### src/rtl/udc_pkg.sv
// Shared types and helpers for the parametrised up/down counter.
// Optional feature macro: UDC_STEP_EN (variable step size port).
package udc_pkg;

  localparam int unsigned UDC_MAX_W = 32;

  typedef enum logic {
    UDC_WRAP = 1'b0,
    UDC_SAT  = 1'b1
  } udc_mode_e;

  typedef enum logic [1:0] {
    UDC_DIR_HOLD = 2'd0,
    UDC_DIR_UP   = 2'd1,
    UDC_DIR_DOWN = 2'd2
  } udc_dir_e;

  // Load values above the terminal count are pulled back to it.
  function automatic logic [UDC_MAX_W-1:0] udc_clamp_load(input logic [UDC_MAX_W-1:0] val,
                                                          input logic [UDC_MAX_W-1:0] lim);
    return (val > lim) ? lim : val;
  endfunction

endpackage

### src/rtl/param_updown_counter_if.sv
// Request/status bundle between a counter user (master) and the counter (slave).
// The step field exists only when UDC_STEP_EN is defined.
interface param_updown_counter_if #(
  parameter int unsigned WIDTH = 4
);
  logic             en;
  logic             up;
  logic             down;
  logic             load;
  logic [WIDTH-1:0] load_val;
`ifdef UDC_STEP_EN
  logic [WIDTH-1:0] step;
`endif
  logic [WIDTH-1:0] cnt;
  logic [WIDTH-1:0] inverted_cnt;
  logic             at_max;
  logic             at_min;
  logic             ovf;
  logic             unf;

`ifdef UDC_STEP_EN
  modport master (
    output en, up, down, load, load_val, step,
    input  cnt, inverted_cnt, at_max, at_min, ovf, unf
  );
  modport slave (
    input  en, up, down, load, load_val, step,
    output cnt, inverted_cnt, at_max, at_min, ovf, unf
  );
`else
  modport master (
    output en, up, down, load, load_val,
    input  cnt, inverted_cnt, at_max, at_min, ovf, unf
  );
  modport slave (
    input  en, up, down, load, load_val,
    output cnt, inverted_cnt, at_max, at_min, ovf, unf
  );
`endif

endinterface

### src/rtl/udc_next_value.sv
// Combinational next-count calculation for one step in a given direction.
// Used with or without UDC_STEP_EN; step is already clamped to MAX_VAL+1 by the caller.
module udc_next_value
  import udc_pkg::*;
#(
  parameter int unsigned          WIDTH   = 4,
  parameter logic [WIDTH-1:0]     MAX_VAL = '1,
  parameter udc_mode_e            MODE    = UDC_WRAP
) (
  input  logic [WIDTH-1:0] cnt,
  input  logic [WIDTH:0]   step,
  input  udc_dir_e         dir,
  output logic [WIDTH-1:0] nxt,
  output logic             ovf,
  output logic             unf
);

  localparam int unsigned W1 = WIDTH + 1;
  localparam logic [W1-1:0] MAX_EXT = W1'(MAX_VAL);
  localparam logic [W1-1:0] MODULUS = MAX_EXT + W1'(1);

  logic [W1-1:0] cnt_ext;
  logic [W1-1:0] sum;

  assign cnt_ext = W1'(cnt);
  assign sum     = cnt_ext + step;

  // Wider arithmetic keeps the crossing visible before any truncation.
  always_comb begin
    nxt = cnt;
    ovf = 1'b0;
    unf = 1'b0;
    case (dir)
      UDC_DIR_UP: begin
        if (sum <= MAX_EXT) begin
          nxt = WIDTH'(sum);
        end else begin
          ovf = 1'b1;
          nxt = (MODE == UDC_WRAP) ? WIDTH'(sum - MODULUS) : MAX_VAL;
        end
      end
      UDC_DIR_DOWN: begin
        if (cnt_ext >= step) begin
          nxt = WIDTH'(cnt_ext - step);
        end else begin
          unf = 1'b1;
          nxt = (MODE == UDC_WRAP) ? WIDTH'(cnt_ext + MODULUS - step) : '0;
        end
      end
      default: ;
    endcase
  end

endmodule

### src/rtl/param_updown_counter.sv
// Parametrised up/down counter with load, enable, wrap/saturate and ovf/unf pulses.
// Define UDC_STEP_EN to add a per-request step size on the bus.
module param_updown_counter
  import udc_pkg::*;
#(
  parameter int unsigned      WIDTH   = 4,
  parameter logic [WIDTH-1:0] MAX_VAL = '1,
  parameter udc_mode_e        MODE    = UDC_WRAP
) (
  input  logic                         clk,
  input  logic                         reset,
  param_updown_counter_if.slave        bus
);

  localparam int unsigned W1 = WIDTH + 1;

  if (WIDTH < 2 || WIDTH > UDC_MAX_W) begin : g_bad_width
    $error("param_updown_counter: WIDTH out of range 2..32");
  end
  if (MAX_VAL == '0) begin : g_bad_max
    $error("param_updown_counter: MAX_VAL must be at least 1");
  end

  logic [WIDTH-1:0] cnt_q;
  logic             ovf_q;
  logic             unf_q;
  logic [WIDTH-1:0] cnt_d;
  logic             ovf_d;
  logic             unf_d;

  logic [W1-1:0]    step_s;
  logic [WIDTH-1:0] load_clamped;
  udc_dir_e         dir;
  logic [WIDTH-1:0] nv_cnt;
  logic             nv_ovf;
  logic             nv_unf;

`ifdef UDC_STEP_EN
  // Oversized steps behave like a full lap of the counting range.
  assign step_s = (W1'(bus.step) > W1'(MAX_VAL)) ? (W1'(MAX_VAL) + W1'(1)) : W1'(bus.step);
`else
  assign step_s = W1'(1);
`endif

  assign load_clamped = WIDTH'(udc_clamp_load(UDC_MAX_W'(bus.load_val), UDC_MAX_W'(MAX_VAL)));

  // Conflicting or disabled requests resolve to hold.
  always_comb begin
    dir = UDC_DIR_HOLD;
    if (bus.en && bus.up && !bus.down) begin
      dir = UDC_DIR_UP;
    end else if (bus.en && bus.down && !bus.up) begin
      dir = UDC_DIR_DOWN;
    end
  end

  udc_next_value #(
    .WIDTH   (WIDTH),
    .MAX_VAL (MAX_VAL),
    .MODE    (MODE)
  ) u_next (
    .cnt  (cnt_q),
    .step (step_s),
    .dir  (dir),
    .nxt  (nv_cnt),
    .ovf  (nv_ovf),
    .unf  (nv_unf)
  );

  // Load wins over counting and never raises a pulse.
  always_comb begin
    cnt_d = cnt_q;
    ovf_d = 1'b0;
    unf_d = 1'b0;
    if (bus.load) begin
      cnt_d = load_clamped;
    end else begin
      cnt_d = nv_cnt;
      ovf_d = nv_ovf;
      unf_d = nv_unf;
    end
  end

  always_ff @(posedge clk or negedge reset) begin
    if (!reset) begin
      cnt_q <= '0;
      ovf_q <= 1'b0;
      unf_q <= 1'b0;
    end else begin
      cnt_q <= cnt_d;
      ovf_q <= ovf_d;
      unf_q <= unf_d;
    end
  end

  assign bus.cnt          = cnt_q;
  assign bus.inverted_cnt = ~cnt_q;
  assign bus.at_max       = (cnt_q == MAX_VAL);
  assign bus.at_min       = (cnt_q == '0);
  assign bus.ovf          = ovf_q;
  assign bus.unf          = unf_q;

endmodule
### src/flat_wrapper.sv
// flat-port wrapper written by rule: the top's interface ports become plain ports
module param_updown_counter_flat import udc_pkg::*;
#(
  parameter int unsigned      WIDTH   = 4,
  parameter logic [WIDTH-1:0] MAX_VAL = '1,
  parameter udc_mode_e        MODE    = UDC_WRAP
)
  (clk, reset, bus_en, bus_up, bus_down, bus_load, bus_load_val, bus_cnt, bus_inverted_cnt, bus_at_max, bus_at_min, bus_ovf, bus_unf);
  param_updown_counter_if #(.WIDTH(WIDTH)) bus_i ();
  input  logic clk;
  input  logic reset;
  input wire logic [$bits(bus_i.en)-1:0] bus_en;
  input wire logic [$bits(bus_i.up)-1:0] bus_up;
  input wire logic [$bits(bus_i.down)-1:0] bus_down;
  input wire logic [$bits(bus_i.load)-1:0] bus_load;
  input wire logic [$bits(bus_i.load_val)-1:0] bus_load_val;
  output wire logic [$bits(bus_i.cnt)-1:0] bus_cnt;
  output wire logic [$bits(bus_i.inverted_cnt)-1:0] bus_inverted_cnt;
  output wire logic [$bits(bus_i.at_max)-1:0] bus_at_max;
  output wire logic [$bits(bus_i.at_min)-1:0] bus_at_min;
  output wire logic [$bits(bus_i.ovf)-1:0] bus_ovf;
  output wire logic [$bits(bus_i.unf)-1:0] bus_unf;
  assign bus_i.en = bus_en;
  assign bus_i.up = bus_up;
  assign bus_i.down = bus_down;
  assign bus_i.load = bus_load;
  assign bus_i.load_val = bus_load_val;
  assign bus_cnt = bus_i.cnt;
  assign bus_inverted_cnt = bus_i.inverted_cnt;
  assign bus_at_max = bus_i.at_max;
  assign bus_at_min = bus_i.at_min;
  assign bus_ovf = bus_i.ovf;
  assign bus_unf = bus_i.unf;
  param_updown_counter #(.WIDTH(WIDTH), .MAX_VAL(MAX_VAL), .MODE(MODE)) u_core (.clk(clk), .reset(reset), .bus(bus_i));
endmodule
### config.mk
export PLATFORM = sky130hd
export DESIGN_NAME = param_updown_counter_flat
export DESIGN_NICKNAME = d
export VERILOG_FILES = /design/src/rtl/udc_pkg.sv /design/src/rtl/param_updown_counter_if.sv /design/src/rtl/udc_next_value.sv /design/src/rtl/param_updown_counter.sv /design/src/flat_wrapper.sv
export SDC_FILE = /design/constraint.sdc
export NUM_CORES = 1
export LEC_CHECK = 0
export ABC_AREA = 0
export ABC_CLOCK_PERIOD_IN_PS = 3000
export CAP_MARGIN = 20
export CORE_MARGIN = 2
export CORE_UTILIZATION = 26
export CTS_BUF_LIST = sky130_fd_sc_hd__clkbuf_4 sky130_fd_sc_hd__clkbuf_8
export CTS_CLUSTER_DIAMETER = 50
export DETAILED_ROUTE_END_ITERATION = 8
export HOLD_SLACK_MARGIN = 0.02
export SKIP_LAST_GASP = 1
export SYNTH_ARGS = -nofsm -noshare
export SYNTH_HDL_FRONTEND = slang
export SYNTH_SLANG_ARGS = --single-unit
### constraint.sdc
create_clock -name clk -period 3 [get_ports clk]
set_input_delay 0.3 -clock clk [delete_from_list [all_inputs] [get_ports clk]]
set_output_delay 0.3 -clock clk [all_outputs]
set_load 0.02 [all_outputs]
==> results.md <==
* CTS clk-pin slew, worst paths at around 50 ps
* Initial Util at 26.76%
* Inserted Diodes at 0
* # Post-CTS Setup Buffers at 0
* PD cells at about 370 nW/um2
* Int Power at 0.1888 mW
* 1st-iter DRT viols at 5
* Global-route wire length before repair at 2152 um
* Die area at around 2300 um2
* CP required at ~2700 ps
* Hold Buf Count CTS at 0
* Synth Instances at 57
* Pre-antenna DRT Iters at 2
* Post-route ant nets at 0
* GRT Residual Overflow at 0
* Complex-gate fraction of the synthesized area at 19.46%
* Post-Syn Area at 514.2 um2
* Fin nets at 96
* Critical-path maximum fanout at 7
* Worst-Margin Slew at 368.7 ps
* Status: complete, no violations
* Critical Path Source Type: flop
* Clk_skew at 3.648 ps
* Fill count at between 200 and 250
* Slew HR at 74.79%
* Post-route cell area at between 700 and 800 um2
* Final setup viols at 0
* Final Max Slew Viols at 0
* Post-Synth XOR/XNOR Area at 1.703%
* Dpl cell area at 743.2 um2
* Via-per-instance ratio at 4.726
* Number of global-route vias before repair at roughly 470
* Adder-cell share of the synthesized area at 12.17%
* Pwr Total at between 0.2 and 0.3 mW
* Dpl hpwl at 976.7 um
* Area grow syn2layout at 48.91%
* Num Clock Sinks at 6
* CTS tree: yes
* Hold Worst Slack at 298.1 ps
* Sw power at 0.09615 mW
* Yosys reg bits at 6
* Maximum VDD drop at 183.5 uV
* Net Sw Frac at between 30% and 40%
* Layout cell share with drive strength beyond 1 at 8.861%
* Initial antenna violation count at 0
* Site row count at 16
* Crit Path Class: flop to output port
* Placeable Area at just under 2000 um2
* Die Wd at 48.48 um
* DR vias at approximately 500
* Most frequent cells in the layout: clkdlybuf4s50_1 (21), dfrtp_1 (6), inv_1 (5), nand2_1 (5), ha_1 (5)
* DRC Markers at 0
* CTS-repair resized insts at 0
* Synthesized Nets at 72
* Max cap viols at 0
* HP Class: primary input to asynchronous set/reset pin
* Combinational fraction of design power at 38.9%
* Largest family of logic cells by synthesized area: simple AND/OR/NAND/NOR gates
* Register share of total power at 34.5%
* Fin crit share at a little over two thirds
* Largest net degree at the start of global routing at 11
* CTS buffer count at 3
* CP Data Arrival Time at 1820 ps
* Syn avg cell area at 9.022 um2
* Global Route Usage Sum at 11.97%
* Leakage at 0.3305 nW
* Fmax at 0.4723 GHz
* H-Tree Depth at 1
* Die Span Y at 48.48 um
* Port Buffer Count at 21
* Routed wire length at 1244 um
* Post-synthesis mux area share at 0%
* Final Util at approximately 40%
* Post-synthesis simple-gate area fraction at 30.90%
* Tmin final at 2117 ps
* CTS Buffer Depth at 2
* Leading cell type in the layout, fill and taps excluded: clkdlybuf4s50_1
* Placer Congestion at roughly 0.77
* Final hold violations at 0
* WL/cell at about 12 um
* Register area share after synthesis at 29.20%
* Yosys Warn Count at 0
* Clock share of power at 26.6%
* Synth cell types at 31
* CP Capture Type: output port
* Setup TNS at 0 ps
* RSZ-0062 raised after global routing: no
* Root buffer cell: clkbuf_4
* Skew-Pair Late Insertion Delay at 240 ps
* # IOs at 22
-- sequential cells by signal (all words and copies together) (netlist names) --
signal	flops
u_core.bus.ovf	1
u_core.bus.unf	1
u_core.bus.cnt	4
-- metrics by stage --
stage / setup WS [ps] / std cells
floorplan: 1159 / 57
global placement: 1124 / 103
detailed placement: 1084 / 103
CTS: 869.8 / 106
global route: 779.5 / 106
finish: 882.8 / 106
-- per-layer routing --
| metal | vias up | global-route usage [%] | share of wire, % |
|---|---|---|---|
| li1 | 254 | - | - |
| met1 | 226 | 14.62 | 46 |
| met2 | 19 | 18.98 | 46 |
| met3 | 2 | 4.938 | 6.8 |
| met4 | 0 | 4.286 | 0.96 |
| met5 | - | 0 | 0 |
-- power by group through the flow --
stage,logic (mW),clock network [mW],registers (mW)
floorplan,0.0542,0,0.104
global placement,0.111,0,0.0996
detailed placement,0.111,0,0.100
CTS,0.112,0.0789,0.0985
global route,0.121,0.0836,0.100
finish,0.111,0.0758,0.0984
-- cell usage after synthesis --
library cell	instances	area share [%]
dfrtp_1	6	29
ha_1	5	12
inv_1	5	3.7
nand2_1	5	3.7
nand2b_1	4	4.9
a21oi_1	2	1.9
and3_1	2	2.4
and3b_1	2	3.4
nand3b_1	2	2.9
nor2_1	2	1.5
o21ai_0	2	1.9
a2111oi_0	1	1.7
a21boi_0	1	1.5
a221o_1	1	1.9
and3_2	1	1.5
buf_6	1	2.2
clkbuf_1	1	0.73
nand4_1	1	1.2
nor2b_1	1	1.2
nor3_1	1	0.97
nor3b_1	1	1.5
o2111a_1	1	2.2
o211ai_1	1	1.5
o221ai_1	1	1.7
o22a_1	1	1.7
o31a_1	1	1.7
o41ai_1	1	1.7
or2_2	1	1.2
or4b_2	1	1.9
or4b_4	1	2.7
xor2_1	1	1.7
-- kinds of logic after synthesis --
kind of cell | after synthesis
buffers and inverters | 7
xor gates and xnor gates | 1
and+or+nand+nor | 25
AOI/OAI and AO/OA | 13
adders and majority gates | 5
DFF | 6
-- final timing paths --
path                                         from           endpoint  slack (ps)  cells after the start
worst max-delay path            u_core.bus.cnt[0]         bus_at_min         880                      4
worst min-delay path                        reset     u_core.bus.unf         300                      1
worst max register to register  u_core.bus.cnt[0]     u_core.bus.ovf        1110                      5
worst min register to register  u_core.bus.cnt[3]     u_core.bus.unf         630                      2
max in group asynchronous                   reset  u_core.bus.cnt[2]        2480                      1
min in group clk                  bus_load_val[1]  u_core.bus.cnt[1]         600                      3
-- critical path, cell delays in order, from the launching register on --
cell and delay (ps):
dfrtp_1 450, inv_1 200, ha_1 180, and3_1 140
clkdlybuf4s50_1 600
-- cell type report --
class	count	area, um2	area share (%)
clock buffers	3	22.52	2.941
inverters	5	18.77	2.451
multi-input cells	44	330.3	43.14
flip-flops and latches	6	150.1	19.61
well taps	27	33.78	4.412
repair buffers	21	210.2	27.45
No activity file was read; power rests on OpenSTA's default activity.
